<file path="config.mk">
export PLATFORM = sky130hd
export DESIGN_NAME = nn_host_ctrl_flat
export DESIGN_NICKNAME = d
export VERILOG_FILES = /design/src/rtl/nn_host_pkg.sv /design/src/rtl/nn_host_ctrl_if.sv /design/src/rtl/nn_result_fifo.sv /design/src/rtl/nn_host_ctrl.sv /design/src/flat_wrapper.sv
export SDC_FILE = /design/constraint.sdc
export NUM_CORES = 1
export LEC_CHECK = 0
export ABC_AREA = 0
export CORE_MARGIN = 2
export CORE_UTILIZATION = 35
export DETAILED_ROUTE_END_ITERATION = 8
export MAX_ROUTING_LAYER = met4
export PLACE_DENSITY = 0.65
export SLEW_MARGIN = 25
export SYNTH_ARGS = -nofsm -noshare
export SYNTH_HDL_FRONTEND = slang
export SYNTH_SLANG_ARGS = --single-unit
</file>
<file path="constraint.sdc">
create_clock -name CLK -period 2.5 [get_ports CLK]
set_clock_uncertainty 0.1 [all_clocks]
set_input_delay 0.5 -clock CLK [delete_from_list [all_inputs] [get_ports CLK]]
set_output_delay 0.5 -clock CLK [all_outputs]
set_load 0.01 [all_outputs]
</file>
<file path="src/rtl/nn_host_pkg.sv">
`default_nettype none
// ============================================================================
// Module      : nn_host_pkg
// Description : Shared types for the CNN host sequencer: FSM state encoding,
//               argument-word bit positions and the result FIFO entry layout.
// Revision    : 1.0 - initial release
// ============================================================================
package nn_host_pkg;

  // Sequencer states; explicit 3-bit encoding
  typedef enum logic [2:0] {
    ST_IDLE  = 3'd0,
    ST_CFG   = 3'd1,
    ST_START = 3'd2,
    ST_CLR   = 3'd3,
    ST_WAIT  = 3'd4,
    ST_PUSH  = 3'd5
  } state_e;

  // Bit positions inside the 32-bit nn_arg word
  localparam int ARG_WE     = 0;
  localparam int ARG_START  = 1;
  localparam int ARG_RESIZE = 2;
  localparam int ARG_BIN    = 3;

  // Result queue entry: err marks a watchdog give-up, data is the prediction
  typedef struct packed {
    logic        err;
    logic [31:0] data;
  } res_entry_t;

  localparam int ENTRY_W = $bits(res_entry_t);

  // Build the argument word; all bits above ARG_BIN stay zero
  function automatic logic [31:0] make_arg(input logic bin, input logic resize,
                                           input logic start, input logic we);
    logic [31:0] arg;
    arg             = '0;
    arg[ARG_WE]     = we;
    arg[ARG_START]  = start;
    arg[ARG_RESIZE] = resize;
    arg[ARG_BIN]    = bin;
    return arg;
  endfunction

endpackage
`default_nettype wire

</file>
<file path="src/rtl/nn_host_ctrl_if.sv">
`default_nettype none
// ============================================================================
// Module      : nn_host_ctrl_if
// Description : Host command, CNN handshake and result-queue signals of the
//               CNN host sequencer. The slave modport is the sequencer, the
//               master modport is the bus glue / NN wrapper side.
// Revision    : 1.0 - initial release
// ============================================================================
interface nn_host_ctrl_if;

  logic        cmd_valid;
  logic        cmd_ready;
  logic        cmd_resized;
  logic        cmd_bin;
  logic        cmd_cont;
  logic        stop;
  logic [31:0] nn_arg;
  logic [31:0] nn_data;
  logic        nn_en;
  logic [31:0] res_data;
  logic        res_err;
  logic        res_valid;
  logic        res_ready;
  logic        busy;

  modport slave (
    input  cmd_valid, cmd_resized, cmd_bin, cmd_cont, stop,
    input  nn_data, nn_en, res_ready,
    output cmd_ready, nn_arg, res_data, res_err, res_valid, busy
  );

  modport master (
    output cmd_valid, cmd_resized, cmd_bin, cmd_cont, stop,
    output nn_data, nn_en, res_ready,
    input  cmd_ready, nn_arg, res_data, res_err, res_valid, busy
  );

endinterface
`default_nettype wire

</file>
<file path="src/rtl/nn_result_fifo.sv">
`default_nettype none
// ============================================================================
// Module      : nn_result_fifo
// Description : Synchronous FIFO for CNN results. Pointers carry one extra
//               wrap bit; push while full is accepted only together with a
//               pop. Pop while empty is ignored. DEPTH: power of 2, >= 2.
// Revision    : 1.0 - initial release
// ============================================================================
module nn_result_fifo #(
  parameter int DEPTH = 4,
  parameter int WIDTH = 33
) (
  input  logic             clk_i,
  input  logic             rst_i,
  input  logic             push_i,
  input  logic [WIDTH-1:0] wdata_i,
  input  logic             pop_i,
  output logic [WIDTH-1:0] rdata_o,
  output logic             full_o,
  output logic             empty_o
);

  localparam int AW = (DEPTH > 1) ? $clog2(DEPTH) : 1;

  logic [WIDTH-1:0] mem_q [DEPTH];
  logic [AW:0]      wr_q;
  logic [AW:0]      rd_q;
  logic             pop_ok;
  logic             push_ok;

  assign empty_o = (wr_q == rd_q);
  assign full_o  = (wr_q[AW] != rd_q[AW]) && (wr_q[AW-1:0] == rd_q[AW-1:0]);
  assign pop_ok  = pop_i && !empty_o;
  assign push_ok = push_i && (!full_o || pop_ok);

  // Head is forced to zero when empty so the outputs read 0 after reset
  assign rdata_o = empty_o ? '0 : mem_q[rd_q[AW-1:0]];

  // Storage write; contents are don't-care until pointed at
  always_ff @(posedge clk_i) begin
    if (push_ok) begin
      mem_q[wr_q[AW-1:0]] <= wdata_i;
    end
  end

  // Read/write pointer advance
  always_ff @(posedge clk_i) begin
    if (rst_i) begin
      wr_q <= '0;
      rd_q <= '0;
    end else begin
      if (push_ok) begin
        wr_q <= wr_q + 1'b1;
      end
      if (pop_ok) begin
        rd_q <= rd_q + 1'b1;
      end
    end
  end

endmodule
`default_nettype wire

</file>
<file path="src/rtl/nn_host_ctrl.sv">
`default_nettype none
// ============================================================================
// Module      : nn_host_ctrl
// Description : Host-side sequencer for the CNN nn_arg/nn_data/nn_en
//               handshake. Issues WE/start pulses with resize and binarize
//               switches, waits for the result pulse and queues results for
//               the CPU side. Optional watchdog with retry is compiled in
//               with the macro NN_HOST_TIMEOUT_EN.
// Revision    : 1.0 - initial release
// ============================================================================
module nn_host_ctrl
  import nn_host_pkg::*;
#(
  parameter int FIFO_DEPTH = 4,
  parameter int TIMEOUT    = 2**20,
  parameter int MAX_RETRY  = 3
) (
  input  logic           CLK,
  input  logic           RST,
  nn_host_ctrl_if.slave  bus
);

  state_e      state_q;
  logic [31:0] nn_arg_q;
  logic        busy_q;
  logic        resize_q;
  logic        bin_q;
  logic        cont_q;
  logic        stop_seen_q;
  res_entry_t  hold_q;
  res_entry_t  head;
  logic        fifo_full;
  logic        fifo_empty;
  logic        fifo_push;
  logic        fifo_can_push;

`ifdef NN_HOST_TIMEOUT_EN
  localparam int CW = $clog2(TIMEOUT + 1);
  localparam int RW = $clog2(MAX_RETRY + 2);
  logic [CW-1:0] cnt_q;
  logic [RW-1:0] retry_q;
  logic          timeout_hit;

  assign timeout_hit = (cnt_q == CW'(TIMEOUT - 1));
`endif

  // Push happens from PUSH whenever a slot is free or being freed this cycle
  assign fifo_push     = (state_q == ST_PUSH);
  assign fifo_can_push = !fifo_full || (bus.res_ready && !fifo_empty);

  nn_result_fifo #(
    .DEPTH (FIFO_DEPTH),
    .WIDTH (ENTRY_W)
  ) u_fifo (
    .clk_i   (CLK),
    .rst_i   (RST),
    .push_i  (fifo_push),
    .wdata_i (hold_q),
    .pop_i   (bus.res_ready),
    .rdata_o (head),
    .full_o  (fifo_full),
    .empty_o (fifo_empty)
  );

  assign bus.cmd_ready = (state_q == ST_IDLE);
  assign bus.busy      = busy_q;
  assign bus.nn_arg    = nn_arg_q;
  assign bus.res_valid = !fifo_empty;
  assign bus.res_data  = head.data;

`ifdef NN_HOST_TIMEOUT_EN
  assign bus.res_err   = head.err;
`else
  // Without the watchdog no error entry can exist; parameters are inert
  logic unused_cfg;
  assign unused_cfg  = head.err ^ (TIMEOUT > 0) ^ (MAX_RETRY > 0);
  assign bus.res_err = 1'b0;
`endif

  // Sequencer FSM; nn_arg and busy are registered alongside the next state
  always_ff @(posedge CLK) begin
    if (RST) begin
      state_q     <= ST_IDLE;
      nn_arg_q    <= '0;
      busy_q      <= 1'b0;
      resize_q    <= 1'b0;
      bin_q       <= 1'b0;
      cont_q      <= 1'b0;
      stop_seen_q <= 1'b0;
      hold_q      <= '0;
`ifdef NN_HOST_TIMEOUT_EN
      retry_q     <= '0;
`endif
    end else begin
      if ((state_q != ST_IDLE) && bus.stop) begin
        stop_seen_q <= 1'b1;
      end
      case (state_q)
        ST_IDLE: begin
          if (bus.cmd_valid) begin
            resize_q    <= bus.cmd_resized;
            bin_q       <= bus.cmd_bin;
            cont_q      <= bus.cmd_cont;
            stop_seen_q <= 1'b0;
`ifdef NN_HOST_TIMEOUT_EN
            retry_q     <= '0;
`endif
            busy_q      <= 1'b1;
            nn_arg_q    <= make_arg(bus.cmd_bin, bus.cmd_resized, 1'b0, 1'b1);
            state_q     <= ST_CFG;
          end
        end
        ST_CFG: begin
          nn_arg_q <= make_arg(bin_q, resize_q, 1'b1, 1'b1);
          state_q  <= ST_START;
        end
        ST_START: begin
          // Drop start right away so the wrapper never sees it held
          nn_arg_q <= make_arg(bin_q, resize_q, 1'b0, 1'b1);
          state_q  <= ST_CLR;
        end
        ST_CLR: begin
          nn_arg_q <= make_arg(bin_q, resize_q, 1'b0, 1'b0);
          state_q  <= ST_WAIT;
        end
        ST_WAIT: begin
          // A result arriving on the timeout cycle takes priority over retry
          if (bus.nn_en) begin
            hold_q  <= '{err: 1'b0, data: bus.nn_data};
            state_q <= ST_PUSH;
          end
`ifdef NN_HOST_TIMEOUT_EN
          else if (timeout_hit) begin
            if (retry_q < RW'(MAX_RETRY)) begin
              retry_q  <= retry_q + 1'b1;
              nn_arg_q <= make_arg(bin_q, resize_q, 1'b1, 1'b1);
              state_q  <= ST_START;
            end else begin
              hold_q  <= '{err: 1'b1, data: 32'd0};
              state_q <= ST_PUSH;
            end
          end
`endif
        end
        ST_PUSH: begin
          // Stall with hold_q stable until the queue can take the entry
          if (fifo_can_push) begin
            if (cont_q && !(stop_seen_q || bus.stop)) begin
              nn_arg_q <= make_arg(bin_q, resize_q, 1'b0, 1'b1);
              state_q  <= ST_CFG;
            end else begin
              nn_arg_q <= '0;
              busy_q   <= 1'b0;
              state_q  <= ST_IDLE;
            end
          end
        end
        default: begin
          nn_arg_q <= '0;
          busy_q   <= 1'b0;
          state_q  <= ST_IDLE;
        end
      endcase
    end
  end

`ifdef NN_HOST_TIMEOUT_EN
  // Watchdog counts only while waiting; cleared in every other state
  always_ff @(posedge CLK) begin
    if (RST) begin
      cnt_q <= '0;
    end else if ((state_q == ST_WAIT) && !bus.nn_en && !timeout_hit) begin
      cnt_q <= cnt_q + 1'b1;
    end else begin
      cnt_q <= '0;
    end
  end
`endif

endmodule
`default_nettype wire
</file>
<file path="src/flat_wrapper.sv">
// flat-port wrapper written by rule: the top's interface ports become plain ports
module nn_host_ctrl_flat import nn_host_pkg::*;
#(
  parameter int FIFO_DEPTH = 4,
  parameter int TIMEOUT    = 2**20,
  parameter int MAX_RETRY  = 3
)
  (CLK, RST, bus_cmd_valid, bus_cmd_resized, bus_cmd_bin, bus_cmd_cont, bus_stop, bus_nn_data, bus_nn_en, bus_res_ready, bus_cmd_ready, bus_nn_arg, bus_res_data, bus_res_err, bus_res_valid, bus_busy);
  nn_host_ctrl_if bus_i ();
  input  logic CLK;
  input  logic RST;
  input wire logic [$bits(bus_i.cmd_valid)-1:0] bus_cmd_valid;
  input wire logic [$bits(bus_i.cmd_resized)-1:0] bus_cmd_resized;
  input wire logic [$bits(bus_i.cmd_bin)-1:0] bus_cmd_bin;
  input wire logic [$bits(bus_i.cmd_cont)-1:0] bus_cmd_cont;
  input wire logic [$bits(bus_i.stop)-1:0] bus_stop;
  input wire logic [$bits(bus_i.nn_data)-1:0] bus_nn_data;
  input wire logic [$bits(bus_i.nn_en)-1:0] bus_nn_en;
  input wire logic [$bits(bus_i.res_ready)-1:0] bus_res_ready;
  output wire logic [$bits(bus_i.cmd_ready)-1:0] bus_cmd_ready;
  output wire logic [$bits(bus_i.nn_arg)-1:0] bus_nn_arg;
  output wire logic [$bits(bus_i.res_data)-1:0] bus_res_data;
  output wire logic [$bits(bus_i.res_err)-1:0] bus_res_err;
  output wire logic [$bits(bus_i.res_valid)-1:0] bus_res_valid;
  output wire logic [$bits(bus_i.busy)-1:0] bus_busy;
  assign bus_i.cmd_valid = bus_cmd_valid;
  assign bus_i.cmd_resized = bus_cmd_resized;
  assign bus_i.cmd_bin = bus_cmd_bin;
  assign bus_i.cmd_cont = bus_cmd_cont;
  assign bus_i.stop = bus_stop;
  assign bus_i.nn_data = bus_nn_data;
  assign bus_i.nn_en = bus_nn_en;
  assign bus_i.res_ready = bus_res_ready;
  assign bus_cmd_ready = bus_i.cmd_ready;
  assign bus_nn_arg = bus_i.nn_arg;
  assign bus_res_data = bus_i.res_data;
  assign bus_res_err = bus_i.res_err;
  assign bus_res_valid = bus_i.res_valid;
  assign bus_busy = bus_i.busy;
  nn_host_ctrl #(.FIFO_DEPTH(FIFO_DEPTH), .TIMEOUT(TIMEOUT), .MAX_RETRY(MAX_RETRY)) u_core (.CLK(CLK), .RST(RST), .bus(bus_i));
endmodule
</file>
* Word-level counts from Yosys, hierarchy flattened *
Memories as Yosys holds them, arrays and structs flattened. A register that Yosys moved wholly into a read port is not among the register bits.
Cells that the tools add are included.

cells by class
  add/sub/neg operators = 2
  equality and inequality tests = 12
  muxes and demuxes = 21
  bitwise gates (word level) = 2
  reductions and logical operators = 18

operators with widths
  kind                                           count
  one-hot mux 32 bit (6 select lines)            1
  two-way mux 32 bit                             3
  one-hot mux 3 bit (6 select lines)             1
  two-way mux 1 bit                              9
  two-way mux 3 bit                              3
  adder 3 x 1 -> 3 bit, second input constant    2
  == test 3 x 2 -> 1 bit, second input constant  2
  == test 3 bit, second input constant           2
  != test 2 bit, second input constant           3
  AND reduction 3 bit                            2
  logical AND 1 bit                              5
  two-way mux 2 bit                              2
  two-way mux 4 bit                              1
  AND reduction 2 bit                            2
  AND reduction 4 bit                            1
  OR reduction 4 bit                             1
  == test 3 x 1 -> 1 bit, second input constant  1
  == test 3 bit                                  1
  zero test 1 bit                                3
  zero test 3 bit                                1
  one-hot mux 1 bit (3 select lines)             1
  nonzero test 3 bit                             1
  == test 2 bit                                  1
  logical OR 1 bit                               2
  other kinds (3)                                4

storage, ports and cells
  bits in registers = 78
  bits in writable memories = 128
  logic and storage cells = 66
  memories = 1

memory list
  memory               depth  bits a word  rd ports  clocked after Yosys merged registers in  write ports  RTL line              source
  u_core.u_fifo.mem_q  4      32           1         1                                        1            nn_result_fifo.sv:25  logic [WIDTH-1:0] mem_q [DEPTH];

* Logic depth before layout (Yosys ltp) *
  word-level depth = 7
  depth in mapped cells = 6

* Cells and area by module *
Synthesis repeated with hierarchy kept, for this count alone.

unflattened totals
  cells, all modules = 512
  area, all modules = 7434.6 um2

modules (own cells, without submodules)
  module          times used  cells an instance  area an instance (um2)
  nn_result_fifo  1           263                5467.7
  nn_host_ctrl    1           249                1966.9

* Least setup slack after synthesis *
No wires, ideal clock.

  kind = flip-flop to output port
  start = reg with a tool-made name
  end = out bus_res_data[7]
  arrival = 1428 ps
  data required time = 1900 ps
  slack = 472 ps
  stages on the path, launching flop included = 5
  buffers on the path = 2
  cell sequence = dfxtp_1 buf_2 buf_2 mux4_2 and2b_1

RTL lines
  item           RTL line            source
  end, declared  flat_wrapper.sv:22  output wire logic [$bits(bus_i.res_data)-1:0] bus_res_data;

==> qor.yml <==
outcome:
  status: "complete, but fails checks"
  violations: "negative setup slack"
synthesis:
  synthXorXnorAreaFrac: 0.0118
  synthMuxAreaShare: 0.103
  synthAdderAreaFrac: 0.00870
  synth_top_family_by_area: "multiplexers"
  synth_compound_gate_area_share: 0.0487
  synth_cell_types: 42
  synth_area_mm2: 0.00719
  synth_seq_cells: 180
  yosysSeqAreaShare: 0.679
  yosys.area_share.simple: 0.0990
  syn-instance-count: 487
  syn_avg_cell_area_um2: 14.8
  yosys_warnings: 0
job:
  cap_violations: 0
cells_and_area:
  instances_no_fill: 883
  fin_nets: 646
  seqCellArea_mm2: 0.00490
  drive_gt1_frac: 0.276
  nFillCells: 1808
  multi_input_area_mm2: 0.00216
  insertedDiodeCount: 0
  area_growth_pct: 27.8
timing:
  grt_setup_unrepaired: "yes"
  timing.setup.tns_ns: -0.0969
  fin_ws_ns: -0.0260
  clock.fmax_ghz: 0.396
  post-route-min-period_ns: 2.53
  maxSlewViolCount: 0
  fin_crit_sh: 1.01
  worstMarginPinSlew_ns: 0.551
  setup_violations: 4
  hold_viol: 0
  relSlewSlack: 0.633
clocking:
  clk_pin_slew_ns: 0.07
  cts.sinks: 180
  clock_latency_ns: 0.42
  cts_buffers: 17
  ctsHoldBuffers: 0
  h-tree-depth: 4
  clockBufferDepth: 2
  cts-root-buf: "clkbuf_16"
  cts_tree: "yes"
route:
  dr.pass1.iters: 4
  routed_wl_mm: 14.7
  wl_per_cell_um: 16.7
  drt_iter0_markers: 209
  viasPerCell: 4.70
  antenna_left: 0
  vias: 4150
  drc_errors: 0
power:
  p_per_area_mw_per_mm2: 710
  ir_worst_vdd_mv: 0.502
  p_leak_nw: 2.97
floorplan:
  initial_core_util: 0.357
  die_w_um: 147
  core_area_mm2: 0.0202
  dieHeight_um: 147
  rows: 52
  num_io_pins: 109
  die_area_mm2: 0.0217
setup_path:
  crit_path_end_kind: "output port"
  ff2ff_setup_slack_ns: 0.32
  timing.rr.end: "u_core.u_fifo.mem_q[3][12]"
  worstSetupPathType: "reg -> out"
  startpoint_type: "flip-flop"
  required_ns: 1.90
  reg2reg_from: "u_core.state_q[0]"
  arrival_ns: 1.93
  worstPathMaxFanout: 5
  reg2regPathDepth: 3
global_route:
  grt_overflow_total: 0
  grt_pass1_wl_mm: 23.3
  antenna_found_initial: 0
  grt_pass1_vias: 4203
  grt_use_total: 0.147
  grt_max_degree: 34
place:
  port_buffers: 79
  gp_congestion: 0.748
  placedCellCount: 832
  dpl.hpwl_mm: 9.16
min_path:
  hold_path_class: "reg -> reg"
  worstHoldEndpoint: "u_core.cont_q"
  hold_start: "u_core.cont_q"
  holdPathStages: 2
-- worst max-delay path, stage by stage, from the launching register on --
cell     delay [ns]
dfxtp_4        0.38
buf_6          0.15
buf_16         0.13
buf_12         0.10
mux4_2         0.49
nor2b_4        0.14
buf_6          0.11
-- through the flow --
step	util	setup WS [ns]	hold WS [ns]	area, µm²	total power, mW
finish	0.456	-0.0260	0.366	9190	6.53
global route	0.456	-0.0984	0.385	9190	6.75
CTS	0.457	-0.0695	0.367	9220	6.59
detailed placement	0.415	0.0666	0.357	8370	3.81
global placement	0.415	0.120	0.347	8370	3.80
floorplan	-	0.472	0.336	7300	3.60
-- flip-flops by register name, indices dropped and copies added (netlist names), named ones only --
signal and count:
u_core.state_q 3, u_core.bus.nn_arg 4, u_core.u_fifo.wr_q 3, u_core.bus.busy 1, u_core.hold_q 32, u_core.u_fifo.mem_q 128, u_core.stop_seen_q 1, u_core.u_fifo.rd_q 3
u_core.bin_q 1, u_core.cont_q 1, u_core.resize_q 1
-- cell usage in the layout (no fill, tap or decap), types with 4 or more instances in the layout --
cell type        synthesis  final
dfxtp_1                 52     44
ha_1                     5      5
clkdlybuf4s50_1          0     45
buf_2                    9     25
conb_1                   1     29
clkbuf_16                0     17
nor2b_1                 28     20
a22oi_1                  4      4
buf_4                   29     22
nor2_1                  10     10
edfxtp_1               128    128
buf_12                   0      6
o32ai_1                  4      4
mux4_2                  32     32
clkdlybuf4s15_2          0      6
inv_6                    0      6
a21oi_1                 39     39
dfxtp_2                  0      7
nand2b_1                 5      5
buf_6                    0     12
nor2b_4                  0      6
and2b_1                  5      5
nand3_1                  5      4
nand2_1                 71     71
inv_1                    8      8
-- cells by family after synthesis --
| group | after synthesis |
|---|---|
| xor+xnor | 8 |
| compound gates | 57 |
| mux | 34 |
| flops | 180 |
| buf+inv | 62 |
| other cells | 1 |
| simple gates | 140 |
| fa+ha+maj | 5 |
-- area by class of cell --
type	instances	area share
timing repair buffer	120	0.126
clock buffer	17	0.0463
sequential	180	0.533
clock inverter	15	0.0208
inverter	8	0.00327
tap	270	0.0367
multi-input combinational	273	0.235
-- cell usage after synthesis (all sizes together) --
library cell | number | area share
o32ai | 4 | 0.0049
a22oi | 4 | 0.0042
nor2b | 28 | 0.024
o21ai | 3 | 0.0026
nor4 | 1 | 0.0030
edfxtp | 128 | 0.53
o311ai | 1 | 0.0012
xnor2 | 3 | 0.0037
mux4 | 32 | 0.10
o31ai | 1 | 0.0010
nand3b | 1 | 0.0010
inv | 8 | 0.0042
nand2b | 5 | 0.0043
a32oi | 1 | 0.0012
a311oi | 1 | 0.0012
or3b | 1 | 0.0012
nor2 | 10 | 0.0052
conb | 1 | 0.00052
mux2i | 2 | 0.0028
clkbuf | 14 | 0.0073
ha | 5 | 0.0087
and2b | 5 | 0.0052
and2 | 4 | 0.0043
or4b | 1 | 0.0014
o41a | 1 | 0.0030
nor3 | 6 | 0.0063
xor2 | 5 | 0.0082
nand2 | 71 | 0.037
nand3 | 5 | 0.0035
or3 | 1 | 0.00087
and3b | 1 | 0.0012
a211oi | 1 | 0.0010
dfxtp | 52 | 0.14
o31a | 1 | 0.0012
a21oi | 39 | 0.027
buf | 40 | 0.038
-- where the power goes --
group          switching [mW]  internal (mW)
clock                    1.15           1.60
sequential             0.0589           3.22
combinational           0.236          0.257
total                    1.45           5.08
-- routing by layer --
layer | up-vias | global-route usage | routed length (µm)
li1 | 1951 | - | -
met1 | 2071 | 0.183 | 6550
met2 | 114 | 0.237 | 7270
met3 | 14 | 0.0398 | 737
met4 | 0 | 0.0457 | 187
met5 | - | - | 0
-- what timing repair did --
item	CTS	global route
setup buffers	16	3
pin swaps	1	2
gates cloned	4	0
gates resized for setup	150	10
hold endpoints to repair	0	0
endpoints found under the setup margin	33	17
-- worst max-delay path by stage --
stage	start	to	slack (ns)	depth (start not counted)
floorplan	flip-flop	bus_res_data[7]	0.47	4
global placement	u_core.u_fifo.rd_q[0]	bus_res_data[5]	0.12	5
detailed placement	u_core.u_fifo.rd_q[0]	bus_res_data[5]	0.07	5
CTS	u_core.u_fifo.wr_q[2]	bus_res_data[8]	-0.07	6
global route	flip-flop	bus_res_data[10]	-0.1	4
finish	flip-flop	bus_res_data[3]	-0.03	6
(Power assumes the default switching activity.)
==> edit (same flow settings) <==
`FIFO_DEPTH` is set to 4 in 2 places; all go to 2.
--- a/src/rtl/nn_host_ctrl.sv
+++ b/src/rtl/nn_host_ctrl.sv
@@ -11,7 +11,7 @@
 module nn_host_ctrl
   import nn_host_pkg::*;
 #(
-  parameter int FIFO_DEPTH = 4,
+  parameter int FIFO_DEPTH = 2,
   parameter int TIMEOUT    = 2**20,
   parameter int MAX_RETRY  = 3
 ) (
--- a/src/flat_wrapper.sv
+++ b/src/flat_wrapper.sv
@@ -1,7 +1,7 @@
 // flat-port wrapper written by rule: the top's interface ports become plain ports
 module nn_host_ctrl_flat import nn_host_pkg::*;
 #(
-  parameter int FIFO_DEPTH = 4,
+  parameter int FIFO_DEPTH = 2,
   parameter int TIMEOUT    = 2**20,
   parameter int MAX_RETRY  = 3
 )
Formal check against the unedited RTL: same outputs for any inputs over 10 cycles, from zero or initial values and one cycle with RST high; that may be too few to reach the edited logic, so the function may still have changed.
==> edit against the original RTL <==
Synthesized area is 36% lower; cell area is 32% lower; non-clock buffer count is 20 lower; highest routed layer unchanged; largest power group is now the clock network; routed wire length is 35% lower; sequential cell count is 67 lower; total power is 28% lower; worst setup slack better by 0.21 ns; count of clock-buffer cells in the layout is 1 higher; synthesized cell count is 16% lower.
==> edit: results (changes against the original RTL) <==
stage,metric,value,unit,change
min_path,Hold Crit Start,u_core.hold_q[26],,
timing,hold_ws,0.345,ns,-0.0216 ns
grt,first-pass GRT wire length,15.1,mm,-35%
grt,Total GRT Usage,14.3,%,-0.44 points
synth,sequential cell area fraction in the yosys report,63.5,%,-4.4 points
synth,Post-synth EDFFs,64,,-50%
power_and_ir_drop,leak pwr,2.39,nW,-19%
setup_path,Crit Reg-Reg Startpoint,u_core.u_fifo.wr_q[0],,
power_and_ir_drop,maximum VDD drop,396,µV,-21%
grt,largest net degree at the start of global routing,38,,+12%
placed_design,Final GP Congestion,0.812,,+8.6%
cts,Worst-Skew Late Latency,0.39,ns,-0.03 ns
timing,Slew HR,63.4,%,+0.10 points
timing,fmax,431,MHz,+8.9%
placed_design,Post-DP Area,5520,µm²,-34%
layout,Final Instance Area,6210,µm²,-32%
setup_path,R2R Path End,u_core.u_fifo.mem_q[0][17],,
drt,Via-to-Cell Ratio,4.42,,-5.9%
outcome,status,"complete, no violations",,
placed_design,Place WS,-0.0735,ns,-0.140 ns
setup_path,worst-path fanout max,11,,+6
synth,Cells after Synth,409,,-16%
layout,Final Non-Filler Cells,690,,-22%
placed_design,# placed instances,652,,-22%
layout,Final nets,547,,-15%
synth,top post-synthesis cells by count,"nand2_1 (71), edfxtp_1 (64), dfxtp_1 (49)",,
layout,Largest register FFs,64,,-50%
layout,share of layout cells above drive strength 1,12.4,%,-15 points
synth,Synth cell types,37,,-12%
setup_path,R2R cell count,6,,+3
setup_path,Slowest cell on crit path,dfxtp_4,,
cts,"Reg clk slew, reported paths",0.05,ns,-0.02 ns
[edit: cell count changes in the layout (fill, tap and decap cells not counted), sizes merged, moves of 26 or more]
cell         unedited run  this run
buf                    68        22
edfxtp                128        64
dlygate4sd2             1        32
nor2                   10        45
mux2i                   2        32
nor2b                  28         2
mux4                   32         0
[edit: area by class of cell]
class                           instances  area share (%)
Sequential cell                       113            47.0
Multi-Input combinational cell        265            24.2
Timing Repair Buffer                  100            15.2
Clock buffer                           18            6.91
Tap cell                              172            3.47
Clock inverter                         13            2.72
Inverter                                9           0.544
[edit: repair_timing]
action / CTS / global route
cloned: 1 / 1
pin swaps: 4 / 2
gates resized for setup: 43 / 2
setup buffers: 5 / 0
endpoints found under the setup margin: 33 / 33
[edit: logic make-up (layout without fill, tap and decap cells)]
family                    Yosys count  after routing  synth area share, %
muxes                              32             32                 7.01
xor gates and xnor gates            8              8                 1.70
and+or+nand+nor                   132            134                 11.9
DFF                               113            113                 63.5
other                               1             29               0.0820
buffers and inverters              61            140                 7.50
AOI/OAI and AO/OA                  62             62                 8.27
[edit: where the power goes]
part           internal [mW]  total, mW  switching [mW]
clock network           1.64       2.40           0.763
registers               1.98       1.99          0.0166
logic                  0.154      0.315           0.161
[edit: metal layers]
metal  wire length (µm)  GRT usage, %  share of wire (%)  vias to the layer above
met2               4820          23.6                 50                       81
met1               4250          17.0                 44                     1414
met4                 82          4.74               0.86                        0
li1                   -             -                  -                     1549
met3                435          3.76                4.5                        7
met5                  0             -                  0                        -
[edit: worst register-to-register path, delay by kind of cell (launching register included)]
family,cells,cell delay (ns)
AND/OR/NAND/NOR,1,0.45
buffers and inverters,3,0.48
XOR/XNOR,1,0.26
flip-flops,1,0.38
AO/OA/AOI/OAI,1,0.13
